## config.mk

```make
export PLATFORM = sky130hd
export DESIGN_NAME = tr_sequencer
export DESIGN_NICKNAME = d
export VERILOG_FILES = /design/src/rtl/tr_seq_pkg.sv /design/src/rtl/tr_sequencer_ms_tick.sv /design/src/rtl/tr_sequencer.sv
export SDC_FILE = /design/constraint.sdc
export NUM_CORES = 1
export LEC_CHECK = 0
export ABC_AREA = 1
export CAP_MARGIN = 30
export CORE_ASPECT_RATIO = 0.7
export CORE_MARGIN = 3
export CORE_UTILIZATION = 54
export DETAILED_ROUTE_END_ITERATION = 16
export PLACE_DENSITY = 0.91
export SLEW_MARGIN = 20
export SYNTH_ARGS = -nofsm -noshare
export SYNTH_HDL_FRONTEND = slang
export SYNTH_SLANG_ARGS = --single-unit
```

## constraint.sdc

```tcl
create_clock -name clk -period 2.45 [get_ports clk]
set_input_delay 0.245 -clock clk [delete_from_list [all_inputs] [get_ports clk]]
set_output_delay 0.245 -clock clk [all_outputs]
set_load 0.01 [all_outputs]
```

## src/rtl/tr_seq_pkg.sv

```systemverilog
// Shared types and constants for the TX/RX sequencer: state encoding, output bundle, hang address.
// Pure declarations plus the state-to-output decode, so every file agrees on what each state drives.
package tr_seq_pkg;

  localparam int DLY_W  = 24;
  localparam int HANG_W = 8;

  localparam logic [5:0] HANG_ADDR = 6'h17;

  typedef enum logic [2:0] {
    IDLE   = 3'd0,
    PWR_ON = 3'd1,
    TR_ON  = 3'd2,
    TX     = 3'd3,
    HANG   = 3'd4,
    TR_OFF = 3'd5
  } seq_state_t;

  typedef struct packed {
    logic tx_en;
    logic pwr_envop;
    logic pwr_envbias;
    logic pa_exttr;
    logic pa_inttr;
  } seq_out_t;

  // Mode inputs are folded in here every cycle, so flipping them mid-sequence never moves the state.
  function automatic seq_out_t decode_outputs(input seq_state_t st, input logic pa_enable,
                                              input logic tr_disable, input logic vna,
                                              input logic inhibit);
    seq_out_t o;
    o = '0;
    case (st)
      IDLE: o.pwr_envop = vna & ~inhibit;
      PWR_ON, TR_OFF: begin
        o.pwr_envop   = 1'b1;
        o.pwr_envbias = pa_enable;
      end
      TR_ON, TX, HANG: begin
        o.pwr_envop   = 1'b1;
        o.pwr_envbias = pa_enable;
        o.pa_exttr    = 1'b1;
        o.pa_inttr    = pa_enable | ~tr_disable;
        o.tx_en       = (st == TX);
      end
      default: o = '0;
    endcase
    return o;
  endfunction

endpackage

```

## src/rtl/tr_sequencer_ms_tick.sv

```systemverilog
// Millisecond prescaler: counts 0..CLKS_PER_MS-1 while clear is low, one-cycle tick on the terminal count.
// Held at zero while clear is high, so each hang period starts from a full millisecond.
module ms_tick #(
  parameter logic [16:0] CLKS_PER_MS = 17'd76800
) (
  input  logic clk,
  input  logic rst,
  input  logic clear,
  output logic tick
);

  logic [16:0] cnt;
  logic        wrap;

  assign wrap = (cnt == CLKS_PER_MS - 17'd1);
  assign tick = wrap & ~clear;

  always_ff @(posedge clk or negedge rst) begin
    if (!rst) begin
      cnt <= 17'd0;
    end else if (clear || wrap) begin
      cnt <= 17'd0;
    end else begin
      cnt <= cnt + 17'd1;
    end
  end

endmodule

```

## src/rtl/tr_sequencer.sv

```systemverilog
// Timed PTT sequencer: rails, then T/R relays, then TX DAC on key; reverse order with CW hang on unkey.
// Every output is a flop loaded from the next state, so outputs move on the same edge as the state.
module tr_sequencer
  import tr_seq_pkg::*;
#(
  parameter logic [DLY_W-1:0] T_PWR       = 24'd384000,
  parameter logic [DLY_W-1:0] T_TR        = 24'd76800,
  parameter logic [16:0]      CLKS_PER_MS = 17'd76800
) (
  input  logic        clk,
  input  logic        rst,
  input  logic        ptt_in,
  input  logic        ext_txinhibit,
  input  logic        pa_enable,
  input  logic        tr_disable,
  input  logic        vna,
  input  logic [5:0]  cmd_addr,
  input  logic [31:0] cmd_data,
  input  logic        cmd_rqst,
  output logic        tx_en,
  output logic        pwr_envop,
  output logic        pwr_envbias,
  output logic        pa_exttr,
  output logic        pa_inttr,
  output logic        seq_busy,
  output logic [2:0]  seq_state
);

  localparam logic [DLY_W-1:0]  DLY_ONE  = 1;
  localparam logic [HANG_W-1:0] HANG_ONE = 1;

  seq_state_t        state, nxt_state;
  logic [DLY_W-1:0]  dly, nxt_dly;
  logic [HANG_W-1:0] hang_ms, hang_cnt, nxt_hang;
  logic              done, tick;
  seq_out_t          outs;
  logic              cmd_data_unused;

  assign cmd_data_unused = ^cmd_data[31:HANG_W];

  ms_tick #(.CLKS_PER_MS(CLKS_PER_MS)) u_ms_tick (
    .clk   (clk),
    .rst   (rst),
    .clear (state != HANG),
    .tick  (tick)
  );

  always_ff @(posedge clk or negedge rst) begin
    if (!rst) begin
      hang_ms <= '0;
    end else if (cmd_rqst && cmd_addr == HANG_ADDR) begin
      hang_ms <= cmd_data[HANG_W-1:0];
    end
  end

  // A load of 0 or 1 both give a one-cycle state, hence done on either value.
  assign done = (dly <= DLY_ONE);

  always_comb begin
    nxt_state = state;
    nxt_dly   = (dly != '0) ? dly - DLY_ONE : '0;
    nxt_hang  = hang_cnt;
    if (ext_txinhibit) begin
      nxt_state = IDLE;
      nxt_dly   = '0;
    end else begin
      case (state)
        IDLE: if (ptt_in) begin
          nxt_state = PWR_ON;
          nxt_dly   = T_PWR;
        end
        // Dropping PTT wins over a settle expiring in the same cycle, so the relays never move unkeyed.
        PWR_ON: if (!ptt_in) begin
          nxt_state = IDLE;
          nxt_dly   = '0;
        end else if (done) begin
          nxt_state = TR_ON;
          nxt_dly   = T_TR;
        end
        TR_ON: if (!ptt_in) begin
          nxt_state = TR_OFF;
          nxt_dly   = T_TR;
        end else if (done) begin
          nxt_state = TX;
        end
        TX: if (!ptt_in) begin
          nxt_state = HANG;
          nxt_hang  = hang_ms;
        end
        HANG: if (ptt_in) begin
          nxt_state = TX;
        end else if (hang_cnt == '0 || (tick && hang_cnt == HANG_ONE)) begin
          nxt_state = TR_OFF;
          nxt_dly   = T_TR;
        end else if (tick) begin
          nxt_hang = hang_cnt - HANG_ONE;
        end
        TR_OFF: if (done) begin
          nxt_state = IDLE;
        end
        default: nxt_state = IDLE;
      endcase
    end
  end

  always_ff @(posedge clk or negedge rst) begin
    if (!rst) begin
      state    <= IDLE;
      dly      <= '0;
      hang_cnt <= '0;
      outs     <= '0;
      seq_busy <= 1'b0;
    end else begin
      state    <= nxt_state;
      dly      <= nxt_dly;
      hang_cnt <= nxt_hang;
      outs     <= decode_outputs(nxt_state, pa_enable, tr_disable, vna, ext_txinhibit);
      seq_busy <= (nxt_state != IDLE);
    end
  end

  assign seq_state   = state;
  assign tx_en       = outs.tx_en;
  assign pwr_envop   = outs.pwr_envop;
  assign pwr_envbias = outs.pwr_envbias;
  assign pa_exttr    = outs.pa_exttr;
  assign pa_inttr    = outs.pa_inttr;

endmodule

```

==> metrics.yaml, run 1 <==
maxCapViolations: 0
grt_pass1_vias: 3018
vias_per_cell: 5.33
synth.cell_area_mm2: 0.00375
rsz0062_at_grt: "false"
ant_nets: 0
synth_top_family_by_area: "simple AND/OR/NAND/NOR gates"
synth.yosys.seq_area_share_pct: 44.0
ys_types: 42
crit_type: "reg2reg"
grt_use_total_pct: 21.6
core_mm2: 0.00649
synth_edf_count: 0
numCtsBuffers: 9
dieWidth_um: 106
fmaxAchievable_ghz: 0.467
p_leak_nw: 2.16
ys_ff_latch: 66
power.density_mw_per_mm2: 757
grt_max_degree: 67
via_count: 3190
synth_area_leaders: "dfrtp_1 (44%), nand2_1 (8.6%), nor2_1 (8.1%)"
grt_pass1_wl_mm: 13.7
critPathMaxStageDelay_ns: 0.40
layout-drive-gt1-share_pct: 13.8
cts.clk_slew.worst_paths_ns: 0.08
slew_violations: 0
fill_cells: 501
status: "finished clean"
die-area_mm2: 0.00801
wl_per_cell_um: 13.5
syn_inst: 462
finClkSkew_ns: 0.0110
slew_headroom_pct: 65.9
hp-class: "in2async"
worstPathCellList: "inv_1 -> ha_1 -> nand2_1 -> nor2_2 -> nand2_1 -> inv_1 -> nand3_1 -> o21ai_0 -> a21oi_1 -> nand3_1 -> o21ai_0"
synth-simple-area-share_pct: 30.5
antenna_cells: 0
required_ns: 2.67
fin_nets: 555
layout_commonest_cell: "nand2_1"
final_cell_mix: "nand2_1 (86), nor2_1 (81), dfrtp_1 (66), inv_1 (53), clkdlybuf4s50_1 (29)"
ctsRootBufferMaster: "clkbuf_8"
timing.final.crit_share_pct: 87.4
tns_ns: 0
start_kind: "flop"
p_total_mw: 3.35
fin_crit_ns: 2.14
synth_area_per_cell_um2: 8.13
cts_resized: 0
slowest_stage: "dfrtp_1"
synth_xor_area_share_pct: 6.06
syn-num-nets: 515
synthArstFlopShare_pct: 100
cts_max_path_buffers: 2
clock_sinks: 66
synth_warnings: 0
synth_compound_area_share_pct: 8.23
worst_setup_path_end_kind: "flop"
firstDrtPassIters: 5
synth_top_area_share_pct: 44.0
final-setup-viol-count: 0
cp_max_fo: 4
routabilityCongestion: 0.963
seq_area_mm2: 0.00165
synth_fa_ha_area_share_pct: 2.60
tightest_slew_ns: 0.505
antenna_found_initial: 0
grt_overflow: 0
critPathArrivalTime_ns: 2.36
multi_input_area_mm2: 0.00185
drcViolationCount: 0
port_buffers: 30
vdd_ir_drop_max_uv: 386
fp-row-count: 24
area_growth_pct: 18.0
hold_viol: 0
muxShareOfSynthArea_pct: 1.73
wl_mm: 8.10
clk_latency_ns: 0.35
drtIter0Drc: 269
synth.largest_area_cell: "dfrtp_1"
ys.flop_type: "dfrtp_1"
cts_tree: "built"
fp.dieH_um: 75.8
initial_core_util_pct: 57.9
htree_num_levels: 3
place_hpwl_mm: 5.82
io-pin-count: 55
## per-stage QoR
step	setup WS, ns	std cells	instance area [µm²]	utilization [%]	hold WS (ns)
final	0.308	598	4430	68.3	0.440
after global routing	0.117	598	4430	68.3	0.474
after CTS	0.341	598	4430	68.3	0.455
after detailed placement	0.359	581	4180	64.4	0.288
after global placement	0.423	581	4180	64.4	0.284
after floorplan	0.703	462	3750	-	-0.0506
## path summary, 6_finish.rpt
check	startpoint	end	slack [ns]	depth (start not counted)
setup reg to reg	dly[0]$_DFF_PN0_	dly[14]$_DFF_PN0_	0.31	11
setup / recovery	dly[0]$_DFF_PN0_	dly[14]$_DFF_PN0_	0.31	11
hold / removal	rst	u_ms_tick.cnt[2]$_DFF_PN0_	0.44	3
hold reg to reg	dly[0]$_DFF_PN0_	dly[0]$_DFF_PN0_	0.47	1
max in group asynchronous	rst	dly[10]$_DFF_PN0_	1.73	3
min in group clk	pa_enable	pwr_envbias$_DFF_PN0_	0.46	3
## per-layer routing
metal / wire length [µm] / global-route usage [%]
met1: 3610 / 28.4
met2: 3710 / 35.1
met3: 609 / 5.67
met4: 170 / 8.76
met5: 0 / 0
## final cells by class
type / instances / share of cell area [%]
multi-input combinational: 333 / 41.6
sequential: 66 / 37.3
timing repair buffer: 36 / 8.30
inverter: 56 / 4.74
clock buffer: 10 / 2.88
clock inverter: 6 / 2.60
tap: 91 / 2.57
## timing repair
| action | 4_1_cts | 5_1_grt |
|---|---|---|
| buffers inserted | 0 | 0 |
| endpoints found under the hold margin | 66 | 0 |
| hold buffers | 1 | 0 |
## where the power goes
group / total (mW) / leakage, nW / switching [mW] / internal (mW)
combinational: 0.935 / 1.17 / 0.573 / 0.362
sequential: 1.30 / 0.874 / 0.102 / 1.20
clock: 1.12 / 0.117 / 0.440 / 0.680
## registers in the layout (all words and copies together), names as in the netlist
name,flops
pa_inttr,1
seq_busy,1
pa_exttr,1
hang_cnt,8
pwr_envop,1
hang_ms,8
pwr_envbias,1
dly,24
u_ms_tick.cnt,17
seq_state,3
tx_en,1
## logic make-up (layout without fill, tap and decap cells)
family,after synthesis,after routing
fa+ha+maj,8,8
buf+inv,63,108
flops,66,66
simple gates,243,243
compound gates,50,50
mux,6,6
xor+xnor,26,26
## cell usage after synthesis, types with 2 or more instances
| cell | instances |
|---|---|
| nor2_1 | 81 |
| nand3_1 | 19 |
| xnor2_1 | 9 |
| o21ai_2 | 7 |
| nand2_1 | 86 |
| or2_2 | 2 |
| dfrtp_1 | 66 |
| mux2_2 | 4 |
| nor2_2 | 16 |
| nand4_1 | 14 |
| mux2i_1 | 2 |
| clkbuf_1 | 2 |
| nor3_2 | 4 |
| nor3_1 | 6 |
| xor2_1 | 17 |
| nor2_4 | 2 |
| o21ai_0 | 15 |
| inv_2 | 2 |
| nand2_2 | 3 |
| buf_2 | 2 |
| buf_4 | 2 |
| a21oi_1 | 20 |
| ha_1 | 7 |
| inv_1 | 53 |
| nand3_2 | 3 |
| o21a_1 | 2 |
## critical path, delay by kind of cell (launching register included)
kind | cells | cell delay [ns]
compound gates | 3 | 0.37
fa+ha+maj | 1 | 0.26
buf+inv | 2 | 0.23
flops | 1 | 0.40
simple gates | 5 | 0.73
No activity file was read; power rests on OpenSTA's default activity.
==> run 2: changes to the inputs <==
--- a/config.mk
+++ b/config.mk
@@ -8,7 +8,6 @@
 export ABC_AREA = 1
 export CAP_MARGIN = 30
 export CORE_ASPECT_RATIO = 0.7
-export CORE_MARGIN = 3
 export CORE_UTILIZATION = 54
 export DETAILED_ROUTE_END_ITERATION = 16
 export PLACE_DENSITY = 0.91
==> run 2 against run 1 <==
  * Hold slack got worse by 0.011 ns
  * Register-to-register slack improved by 0.05 ns
  * Cell area decreased by 2.0%
  * Routed wire length decreased by 6.2%
  * Clock power decreased by 28%
  * Non-clock buffer count decreased by 1
  * Worst setup slack improved by 0.047 ns
==> metrics.yaml, run 2 (same netlist as run 1, synthesis figures left out) <==
ant_nets: 0  # unchanged
wl_mm: 7.60  # was 8.10 mm
tns_ns: 0  # unchanged
multi_input_area_mm2: 0.00185  # unchanged
fmaxAchievable_ghz: 0.478  # was 0.467 GHz
top_layer: "met4"  # unchanged
port_buffers: 30  # unchanged
largest_register: "dly"  # unchanged
drtIter0Drc: 166  # was 269
fin_crit_ns: 2.09  # was 2.14 ns
rsz0062_at_grt: "false"  # unchanged
layout_commonest_cell: "nand2_1"  # unchanged
wl_per_cell_um: 12.7  # was 13.5 µm
fp.dieH_um: 71.8  # was 75.8 µm
grt_pass1_vias: 2973  # was 3018
swShare_pct: 34.8  # was 33.3%
p_leak_nw: 2.12  # was 2.16 nW
met3_length_um: 391  # was 609 µm
cts.clk_slew.worst_paths_ns: 0.07  # was 0.08 ns
cp_max_fo: 16  # was 4
layout-drive-gt1-share_pct: 13.5  # was 13.8%
io-pin-count: 55  # unchanged
fin_nets: 554  # was 555
die-area_mm2: 0.00730  # was 0.00801 mm²
clk_latency_ns: 0.36  # was 0.35 ns
drcViolationCount: 0  # unchanged
firstDrtPassIters: 4  # was 5
via_count: 3094  # was 3190
cts_max_path_buffers: 2  # unchanged
slowest_stage: "dfrtp_1"  # unchanged
grt_use_total_pct: 23.5  # was 21.6%
cts_resized: 0  # unchanged
ctsRootBufferMaster: "clkbuf_8"  # unchanged
critPathArrivalTime_ns: 2.34  # was 2.36 ns
place_hpwl_mm: 5.43  # was 5.82 mm
numPlacedInstances: 583  # was 581
cts_setup_buffers: 0  # unchanged
antenna_found_initial: 0  # unchanged
vias_per_cell: 5.17  # was 5.33
final-setup-viol-count: 0  # unchanged
numCtsBuffers: 9  # unchanged
hold_viol: 0  # unchanged
power.density_mw_per_mm2: 694  # was 757 mW/mm²
core_mm2: 0.00673  # was 0.00649 mm²
reg_top3: "dly (24), u_ms_tick.cnt (17)"  # unchanged
grt_pass1_wl_mm: 13.1  # was 13.7 mm
final_cell_mix: "nand2_1 (86), nor2_1 (81), dfrtp_1 (66), inv_1 (53), clkdlybuf4s50_1 (29)"  # unchanged
final_core_util_pct: 64.6  # was 68.3%
setup.worst_path.start: "dly[0]$_DFF_PN0_"  # unchanged
cpMostUsedCell: "nor2_1"
status: "finished clean"  # unchanged
start_kind: "flop"  # unchanged
timing.rr.end: "dly[17]$_DFF_PN0_"  # was dly[14]$_DFF_PN0_
met2_length_mm: 3.61  # was 3.71 mm
slew_headroom_pct: 68.1  # was 65.9%
required_ns: 2.69  # was 2.67 ns
routabilityCongestion: 0.894  # was 0.963
timing.final.crit_share_pct: 85.5  # was 87.4%
finClkSkew_ns: 0.00745  # was 0.0110 ns
slew_violations: 0  # unchanged
wl_met1_mm: 3.45  # was 3.61 mm
p_int_mw: 1.96  # was 2.24 mW
grt_max_degree: 67  # unchanged
combPwrFrac_pct: 30.2  # was 27.9%
clock_sinks: 66  # unchanged
grt_overflow: 0  # unchanged
maxCapViolations: 0  # unchanged
r2r-start: "dly[0]$_DFF_PN0_"  # unchanged
r2r_setup_slack_ns: 0.36  # was 0.31 ns
worst_setup_path_end_kind: "flop"  # unchanged
htree_num_levels: 3  # unchanged
seq_area_mm2: 0.00165  # unchanged
fill_cells: 535  # was 501
antenna_cells: 0  # unchanged
tightest_slew_ns: 0.477  # was 0.505 ns
fp-row-count: 25  # was 24
worstRegToRegCells: 10  # was 11
hp-class: "in2async"  # unchanged
initial_core_util_pct: 55.8  # was 57.9%
instances_no_fill: 599  # was 598
worstPathCellList: "inv_1 -> ha_1 -> nor2_1 -> nor2_1 -> nand3_2 -> nand3_1 -> o21ai_2 -> o211ai_4 -> buf_4 -> nor2_1"  # was inv_1 -> ha_1 -> nand2_1 -> nor2_2 -> nand2_1 -> inv_1 -> nand3_1 -> o21ai_0 -> a21oi_1 -> nand3_1 -> o21ai_0
dieWidth_um: 102  # was 106 µm
switching_power_mw: 1.05  # was 1.12 mW
largest_register_ffs: 24  # unchanged
p_total_mw: 3.01  # was 3.35 mW
clkPwrFrac_pct: 26.8  # was 33.4%
crit_type: "reg2reg"  # unchanged
vdd_ir_drop_max_uv: 344  # was 386 µV
crit_end: "dly[17]$_DFF_PN0_"  # was dly[14]$_DFF_PN0_
area_growth_pct: 15.7  # was 18.0%
cts_tree: "built"  # unchanged
critPathMaxStageDelay_ns: 0.41  # was 0.40 ns
power_frac_seq_pct: 43.0  # was 38.7%
[run 2: cell types whose count changed in the layout (fill, tap and decap cells not counted), sizes merged]
cell / change
clkinv: +1
clkbuf: +2
bufinv: -3
buf: -1
clkinvlp: -1
[run 2: power by group through the flow]
stage | sequential (mW) | clock (mW) | combinational [mW]
global route | 1.31 | 0.861 | 1.02
floorplan | 1.29 | 0 | 0.691
detailed placement | 1.31 | 0 | 0.896
CTS | 1.29 | 0.823 | 0.909
finish | 1.30 | 0.807 | 0.909
global placement | 1.31 | 0 | 0.844
[run 2: how the worst min path moves through the flow]
stage / cells after the start / slack [ns] / start / to
after floorplan: 0 / -0.05 / rst / dly[0]$_DFF_PN0_
after global placement: 2 / 0.29 / rst / u_ms_tick.cnt[2]$_DFF_PN0_
after detailed placement: 2 / 0.29 / rst / dly[5]$_DFF_PN0_
after CTS: 3 / 0.44 / rst / u_ms_tick.cnt[15]$_DFF_PN0_
after global routing: 3 / 0.48 / rst / u_ms_tick.cnt[15]$_DFF_PN0_
final: 3 / 0.43 / rst / dly[2]$_DFF_PN0_
[run 2: final cells by class]
| type | instances | area share (%) |
|---|---|---|
| Clock inverter | 3 | 0.346 |
| Clock buffer | 12 | 3.57 |
| Sequential cell | 66 | 38.0 |
| Timing Repair Buffer | 35 | 8.01 |
| Multi-Input combinational cell | 333 | 42.5 |
| Tap cell | 94 | 2.71 |
| Inverter | 56 | 4.84 |
[run 2: critical path, delay by kind of cell (launching register included)]
family / cells / cell delay [ns]
AO/OA/AOI/OAI: 2 / 0.24
adder cells (fa/ha/maj): 1 / 0.25
buffers and inverters: 2 / 0.43
flip-flops: 1 / 0.41
AND/OR/NAND/NOR: 5 / 0.64
[run 2: per-layer routing]
metal	track usage [%]	vias to the layer above
li1	-	1551
met1	29.7	1440
met2	37.4	86
met3	7.12	17
met4	10.1	0
met5	0	-
[run 2: repair_timing]
item,in CTS,in global routing
setup endpoints to repair,0,0
hold endpoints to repair,66,0
hold buffers,1,0
[run 2: stage by stage]
stage / worst slack, ns / hold slack (ns) / cell area [µm²]
2_1_floorplan: 0.703 / -0.0506 / 3750
3_3_place_gp: 0.447 / 0.289 / 4160
3_5_place_dp: 0.387 / 0.288 / 4160
4_1_cts: 0.365 / 0.439 / 4340
5_1_grt: 0.184 / 0.484 / 4340
6_report: 0.356 / 0.429 / 4340
==> run 3: changes to the inputs <==
--- a/config.mk
+++ b/config.mk
@@ -8,10 +8,11 @@
 export ABC_AREA = 1
 export CAP_MARGIN = 30
 export CORE_ASPECT_RATIO = 0.7
-export CORE_UTILIZATION = 54
+export CORE_UTILIZATION = 50
 export DETAILED_ROUTE_END_ITERATION = 16
-export PLACE_DENSITY = 0.91
+export PLACE_DENSITY = 0.89
 export SLEW_MARGIN = 20
 export SYNTH_ARGS = -nofsm -noshare
 export SYNTH_HDL_FRONTEND = slang
+export SYNTH_HIERARCHICAL = 1
 export SYNTH_SLANG_ARGS = --single-unit
==> constraint.sdc (replaced) <==
create_clock -name clk -period 1.75 [get_ports clk]
set_input_delay 0.175 -clock clk [delete_from_list [all_inputs] [get_ports clk]]
set_output_delay 0.175 -clock clk [all_outputs]
set_load 0.05 [all_outputs]
==> run 3 against run 2 <==
  * The run now ends with negative setup slack left
  * Via count rose by 14%
  * Flip-flop and latch count unchanged
  * Clock power is 72% higher
  * Worst setup slack got worse by 0.60 ns
  * Cell area grew 16%
  * Clock skew is 0.00067 ns higher
  * Hold slack lost 0.027 ns
  * Total power is 53% higher
  * Critical path type unchanged
  * Count of clock-buffer cells in the layout decreased by 1
==> metrics.yaml, run 3 <==
clk_latency_ns: 0.35  # was 0.36 ns
wl_mm: 9.21  # was 7.60 mm
crit_type: "reg2reg"  # unchanged
rsz0062_at_grt: "true"  # was false
cts_tree: "built"  # unchanged
fin_nets: 624  # was 554
grt_pass1_wl_mm: 14.9  # was 13.1 mm
critPathMaxStageDelay_ns: 0.39  # was 0.41 ns
cp_max_fo: 8  # was 16
grt_overflow: 0  # unchanged
fp-row-count: 26  # was 25
port_buffers: 30  # unchanged
reg_top3: "dly (24), u_ms_tick/cnt (17)"  # was dly (24), u_ms_tick.cnt (17)
r2r-start: "u_ms_tick/cnt[0]$_DFF_PN0_"  # was dly[0]$_DFF_PN0_
grt_max_degree: 32  # was 67
place_area_mm2: 0.00462  # was 0.00416 mm²
syn-num-nets: 531  # was 515
seq_area_mm2: 0.00166  # was 0.00165 mm²
layout-drive-gt1-share_pct: 28.8  # was 13.5%
synth_top_area_share_pct: 42.8  # was 44.0%
p_leak_nw: 2.41  # was 2.12 nW
ys.flop_type: "dfrtp_1"  # unchanged
critPathArrivalTime_ns: 2.23  # was 2.34 ns
synth.largest_area_cell: "dfrtp_1"  # unchanged
clock_sinks: 66  # unchanged
cts_max_path_buffers: 2  # unchanged
hold_viol: 0  # unchanged
slew_violations: 0  # unchanged
fill_cells: 520  # was 535
maxCapViolations: 0  # unchanged
synth.cell_area_mm2: 0.00386  # was 0.00375 mm²
violations: "negative setup slack"
timing.rr.end: "dly[4]$_DFF_PN0_"  # was dly[17]$_DFF_PN0_
setup_slack_ns: -0.239  # was 0.356 ns
start_kind: "flop"  # unchanged
antenna_cells: 0  # unchanged
fp.dieH_um: 75.5  # was 71.8 µm
status: "finished, violations left"  # was finished clean
die-area_mm2: 0.00807  # was 0.00730 mm²
crit_buf_inv: 1  # was 2
slew_headroom_pct: 56.6  # was 68.1%
synthTopCellsByCount: "nand2_1 (102), nor2_1 (77), dfrtp_1 (66)"  # was nand2_1 (86), nor2_1 (81), dfrtp_1 (66)
routabilityCongestion: 0.921  # was 0.894
crit_family: "simple AND/OR/NAND/NOR gates"  # unchanged
fmaxAchievable_ghz: 0.503  # was 0.478 GHz
tightest_slew_ns: 0.651  # was 0.477 ns
synth_warnings: 6  # was 0
htree_num_levels: 3  # unchanged
syn_inst: 478  # was 462
yosysMostFrequentCell: "nand2_1"  # unchanged
final_cell_mix: "nand2_1 (96), nor2_1 (72), dfrtp_1 (63), buf_4 (49), inv_1 (47)"  # was nand2_1 (86), nor2_1 (81), dfrtp_1 (66), inv_1 (53), clkdlybuf4s50_1 (29)
final-setup-viol-count: 39  # was 0
initial_core_util_pct: 52.2  # was 55.8%
vias_per_cell: 5.24  # was 5.17
ant_nets: 0  # unchanged
ctsRootBufferMaster: "clkbuf_8"  # unchanged
drtIter0Drc: 225  # was 166
tns_ns: -7.01  # was 0 ns
synth_area_per_cell_um2: 8.07  # was 8.13 µm²
slowest_stage: "dfrtp_1"  # unchanged
via_count: 3533  # was 3094
multi_input_area_mm2: 0.00207  # was 0.00185 mm²
worst_setup_path_end_kind: "flop"  # unchanged
grt_use_total_pct: 23.9  # was 23.5%
wl_per_cell_um: 13.7  # was 12.7 µm
synth_area_leaders: "dfrtp_1 (43%), nand2_1 (9.9%), nor2_1 (7.5%)"  # was dfrtp_1 (44%), nand2_1 (8.6%), nor2_1 (8.1%)
synthArstFlopShare_pct: 100  # unchanged
synth.yosys.seq_area_share_pct: 42.8  # was 44.0%
synth_edf_count: 0  # unchanged
core_mm2: 0.00738  # was 0.00673 mm²
place_hpwl_mm: 6.52  # was 5.43 mm
fin_area_mm2: 0.00503  # was 0.00434 mm²
largest_register_ffs: 24  # unchanged
fin_crit_ns: 1.99  # was 2.09 ns
cts.clk_slew.worst_paths_ns: 0.07  # about the same
r2r_setup_slack_ns: -0.24  # was 0.36 ns
worstPathCellList: "ha_4 -> nand2_4 -> nor2_4 -> nand3_2 -> nor3_4 -> nand2_1 -> nand2_1 -> nand2_2 -> nor2_4 -> inv_2 -> a21oi_4 -> o211ai_4 -> nand2_4 -> nor2_1"  # was inv_1 -> ha_1 -> nor2_1 -> nor2_1 -> nand3_2 -> nand3_1 -> o21ai_2 -> o211ai_4 -> buf_4 -> nor2_1
ys_ff_latch: 66  # unchanged
area_growth_pct: 30.5  # was 15.7%
drcViolationCount: 0  # unchanged
grt_pass1_vias: 3385  # was 2973
io-pin-count: 55  # unchanged
dieWidth_um: 107  # was 102 µm
timing.final.crit_share_pct: 114  # was 85.5%
layout_commonest_cell: "nand2_1"  # unchanged
antenna_found_initial: 0  # unchanged
power.density_mw_per_mm2: 917  # was 694 mW/mm²
numCtsBuffers: 9  # unchanged
ys_types: 43  # was 42
firstDrtPassIters: 5  # was 4
required_ns: 1.99  # was 2.69 ns
dp_worst_setup_slack_ns: -0.365  # was 0.387 ns
vdd_ir_drop_max_uv: 580  # was 344 µV
hp-class: "in2async"  # unchanged
largest_register: "dly"  # unchanged
p_total_mw: 4.62  # was 3.01 mW
finClkSkew_ns: 0.00812  # was 0.00745 ns
worstRegToRegCells: 14  # was 10
run 3: cell types whose count changed in the layout (fill, tap and decap cells not counted), moves of 7 or more:
| cell | previous run | this run |
|---|---|---|
| a21oi_1 | 20 | 11 |
| nand2_1 | 86 | 96 |
| nor2_2 | 16 | 24 |
| nand3_1 | 19 | 26 |
| nor2_1 | 81 | 72 |
| nand2_2 | 3 | 11 |
| buf_4 | 3 | 49 |
| nand4_1 | 14 | 7 |
| o21ai_0 | 15 | 7 |
run 3: power by group:
part	switching, mW	internal (mW)
sequential	0.155	1.68
combinational	0.847	0.541
clock	0.588	0.800
run 3: logic make-up after synthesis:
| kind of cell | Yosys count | share of synthesized area [%] |
|---|---|---|
| xor+xnor | 24 | 5.45 |
| buf+inv | 61 | 6.81 |
| mux | 7 | 2.04 |
| flops | 66 | 42.8 |
| compound gates | 48 | 8.34 |
| fa+ha+maj | 7 | 2.27 |
| simple gates | 265 | 32.3 |
run 3: per-layer routing:
layer | routed length, µm | GRT usage [%]
met5 | 0 | 0
met1 | 4010 | 30.3
met2 | 4470 | 40.6
met3 | 544 | 6.07
met4 | 185 | 8.52
run 3: timing repair:
| item | in CTS | in global routing |
|---|---|---|
| pin swaps | 18 | 9 |
| buffers inserted | 5 | 4 |
| setup endpoints to repair | 39 | 51 |
| hold endpoints to repair | 26 | 0 |
| gates resized for setup | 18 | 15 |
| hold buffers | 1 | 0 |
| gates cloned | 2 | 0 |
run 3: area by class of cell:
type	instances	area share (%)
timing repair inverter	1	0.124
timing repair buffer	83	14.6
tap	98	2.44
multi-input combinational	352	41.1
clock inverter	5	1.59
clock buffer	11	2.61
sequential	66	32.9
inverter	58	4.60
run 3: through the flow:
step | instances | utilization (%) | hold slack, ns
after detailed placement | 648 | 62.5 | 0.244
after global routing | 674 | 68.1 | 0.398
after global placement | 648 | 62.5 | 0.235
final | 674 | 68.1 | 0.402
after CTS | 671 | 66.8 | 0.393
after floorplan | 478 | - | -0.121
run 3: worst max path at each step:
stage,from,endpoint,slack (ns),depth (start not counted)
after floorplan,seq_state[0]$_DFF_PN0_,dly[7]$_DFF_PN0_,-0.41,15
after CTS,u_ms_tick/cnt[1]$_DFF_PN0_,dly[9]$_DFF_PN0_,-0.28,14
after global placement,u_ms_tick/cnt[0]$_DFF_PN0_,dly[17]$_DFF_PN0_,-0.30,14
after global routing,u_ms_tick/cnt[0]$_DFF_PN0_,dly[17]$_DFF_PN0_,-0.41,14
after detailed placement,u_ms_tick/cnt[0]$_DFF_PN0_,dly[23]$_DFF_PN0_,-0.36,14
final,u_ms_tick/cnt[0]$_DFF_PN0_,dly[4]$_DFF_PN0_,-0.24,14
